$ cat src/rtl/demux_sequencial.sv
// Serial-to-parallel demultiplexer: reassembles N serial slots from a select-counter
// driven mux back into an N-bit word, publishing it with a one-cycle valid pulse.
module demux_sequencial #(
  parameter int N  = 4,
  parameter int SW = 2
) (
  input  logic          clk,
  input  logic          rst,
  input  logic          Y,
  input  logic          en,
  input  logic          start,
  output logic [SW-1:0] S,
  output logic [N-1:0]  D,
  output logic          valid,
  output logic          busy,
  output logic          err
);

  typedef enum logic {IDLE, RECV} state_t;

  localparam logic [SW-1:0] LAST = SW'(N - 1);
  localparam logic [SW-1:0] ONE  = SW'(1);

  state_t       state;
  logic [N-1:0] shadow;

  always_ff @(posedge clk) begin
    if (rst) begin
      state  <= IDLE;
      shadow <= '0;
      S      <= '0;
      D      <= '0;
      valid  <= 1'b0;
      busy   <= 1'b0;
      err    <= 1'b0;
    end else begin
      valid <= 1'b0;
      err   <= 1'b0;
      case (state)
        IDLE: begin
          // Stray bits without start are silently dropped.
          if (en && start) begin
            shadow <= {{(N-1){1'b0}}, Y};
            S      <= ONE;
            busy   <= 1'b1;
            state  <= RECV;
          end
        end
        RECV: begin
          if (en) begin
            if (start) begin
              // Resync: the current bit opens a fresh frame, old partial is lost.
              err    <= 1'b1;
              shadow <= {{(N-1){1'b0}}, Y};
              S      <= ONE;
            end else if (S == LAST) begin
              D      <= {Y, shadow[N-2:0]};
              valid  <= 1'b1;
              shadow <= '0;
              S      <= '0;
              busy   <= 1'b0;
              state  <= IDLE;
            end else begin
              shadow[S] <= Y;
              S         <= S + ONE;
            end
          end
        end
        default: begin
          state <= IDLE;
          S     <= '0;
          busy  <= 1'b0;
        end
      endcase
    end
  end

endmodule

$ cat config.mk
export PLATFORM = sky130hd
export DESIGN_NAME = demux_sequencial
export DESIGN_NICKNAME = d
export VERILOG_FILES = /design/src/rtl/demux_sequencial.sv
export SDC_FILE = /design/constraint.sdc
export NUM_CORES = 1
export LEC_CHECK = 0
export ABC_CLOCK_PERIOD_IN_PS = 1550
export BUFFER_PORTS_ARGS = -buffer_cell sky130_fd_sc_hd__buf_2
export CORE_AREA = 4 4 41 43
export DETAILED_ROUTE_END_ITERATION = 6
export DIE_AREA = 0 0 45 47
export PLACE_DENSITY = 0.71
export SLEW_MARGIN = 20
export SYNTH_ARGS = -nofsm -noshare
export SYNTH_HDL_FRONTEND = slang
export SYNTH_SLANG_ARGS = --single-unit
$ cat constraint.sdc
create_clock -name clk -period 1.55 [get_ports clk]
set_input_delay 0.31 -clock clk [delete_from_list [all_inputs] [get_ports clk]]
set_output_delay 0.31 -clock clk [all_outputs]
set_load 0.01 [all_outputs]
==> flow_summary.toml <==
[timing]
tightest_slew_ps = 331
maxSlewHeadroom_pct = 77.7
finalHoldViolations = 0
fin_crit_sh_pct = 86.8
tns_ps = 0
fin_skew_ps = 5.62
holdWs_ps = 328
rsz0062_at_grt = "false"
drv_slew = 0
finalSetupViolations = 0
fmax_ghz = 0.743
layout_min_cycle_time_ps = 1350

[synthesis]
ys_types = 25
synthCells = 67
seq_area_frac_synth_pct = 41.4
synth_area_sq_um = 629
ys_ff_latch = 13
synthesis.nets = 77
avgSynthCellArea_sq_um = 9.39
yosysWarnings = 0

[setup_path]
cp.depth = 4
start_kind = "flop"
timing.rr.start = "S[0]"
cp.required_ps = 1710
crit_path_end_kind = "flop"
rr_worst_depth = 4
cp_cell_sequence = "ha_1, inv_1, a211oi_1, o41ai_2"
r2r_slack_ps = 200
slowest_delay_ps = 440
cp_num_buf_inv = 1
cp_top_family = "flip-flops"
reg2reg_to = "shadow[0]"
arrival_ps = 1500
slowest_stage = "dfxtp_1"
path_class = "flop to flop"
path_max_fanout = 7

[route]
routed_wl_mm = 1.19
drcViolationCount = 0
via_per_inst = 5.29
drt_first_pass_iters = 2
wl_per_cell_um = 12.4
antenna_left = 0
vias = 508
drtIter0Drc = 7

[floorplanning]
die_x_um = 45
core_region_area_sq_mm = 0.00130
core.rowCount = 13
initial_core_util_pct = 48.4
fp.dieArea_sq_mm = 0.00212
die-height_um = 47
ioPinCount = 14

[outcome]
status = "completed"

[min_path]
holdPathStages = 2
hold_start = "rst"
holdCritPathClass = "primary input to flop"
hold_path_end = "S[1]"

[cells_and_area]
fin_nets = 92
n_antenna_cell = 0
drive_above_1_share_pct = 25.9
layout_common_cells = "dfxtp_1, buf_2, inv_1, nand2_1, ha_1"
area_delta_synth_final_pct = 14.7
post-route-cell-area_sq_um = 722

[cts]
cts-resized-gates = 0
post_cts_buffers = 0
clkLatencyLatePin_ps = 270
cts-root-buf = "clkbuf_4"
cts_max_path_buffers = 2
cts-htree-levels = 1
cts_tree = "yes"
numCtsBuffers = 3
clock_sinks = 13
path_clk_slew_ps = 80
cts_hold_buf = 0

[global_routing]
grt_pass1_vias = 407
grt_start_max_net_pins = 14
grt.total_usage_pct = 12.5
grt_first_pass_wirelength_mm = 1.86
grt-ovfl-total = 0
antenna_found_initial = 0

[place]
port_buffers = 13
dpl.hpwl_um = 891
gp_congestion = 0.812
placed_area_sq_um = 696

[job]
maxCapViolCount = 0

[power_and_ir_drop]
cellLeakagePower_nw = 0.318
peakVddDrop_v = 0.000495
powerDensity_mw_per_mm2 = 856
power by group:
part           total (mW)  internal (mW)  switching, mW  leakage, nW
clock               0.203         0.0996          0.104       0.0150
combinational      0.0625         0.0239         0.0386        0.198
sequential          0.352          0.342         0.0106        0.106
cell usage after synthesis (all sizes together):
cell / instances / area, sq um
mux2i: 1 / 10.0
dfxtp: 13 / 260
nor3: 4 / 20.0
nand3: 4 / 20.0
ha: 5 / 62.6
a211oi: 1 / 7.51
nor3b: 2 / 15.0
nor2: 4 / 15.0
nand2b: 1 / 6.26
buf: 3 / 17.5
nand2: 6 / 25.0
a22oi: 1 / 7.51
nand4b: 2 / 23.8
nor4: 1 / 21.3
o21ai: 5 / 28.8
o41ai: 1 / 16.3
inv: 5 / 18.8
o2bb2ai: 2 / 17.5
nor4b: 1 / 8.76
o211ai: 1 / 7.51
a21oi: 4 / 20.0
registers in the layout, indices dropped and copies added (netlist names):
name and cells:
D 4, busy 1, shadow 3, valid 1
err 1, S 2, state 1
metal layers:
layer | track usage, % | wire [um]
met5 | 0 | 0
met3 | 3.45 | 68
met2 | 18.9 | 536
met4 | 8.77 | 21
met1 | 15.4 | 561
area by class of cell:
cell class	count	area (sq um)
sequential	13	260
fill	132	579
timing repair buffer	13	65.1
clock buffer	4	26.3
tap	15	18.8
multi-input combinational	46	333
inverter	5	18.8
through the flow:
step / utilization [%] / setup WS (ps) / std cells / power [mW]
6_report: 55.5 / 204 / 96 / 0.618
5_1_grt: 55.5 / 68.9 / 96 / 0.655
4_1_cts: 55.5 / 199 / 96 / 0.628
3_5_place_dp: 53.5 / 214 / 92 / 0.423
3_3_place_gp: 53.5 / 274 / 92 / 0.421
2_1_floorplan: - / 289 / 67 / 0.405
how the worst max path moves through the flow:
| stage | from | to |
|---|---|---|
| after floorplan | S[0] | D[0] |
| after global placement | S[0] | D[0] |
| after detailed placement | S[0] | shadow[0] |
| after CTS | S[0] | shadow[0] |
| after global routing | S[0] | shadow[0] |
| final | S[0] | shadow[0] |
logic make-up after synthesis:
group                      synth area share [%]
DFF                                        41.4
and+or+nand+nor                            24.7
muxes                                      1.59
AOI/OAI and AO/OA                          16.7
adders and majority gates                  9.94
buffers and inverters                      5.77
Power figures use the tool's default switching activity.
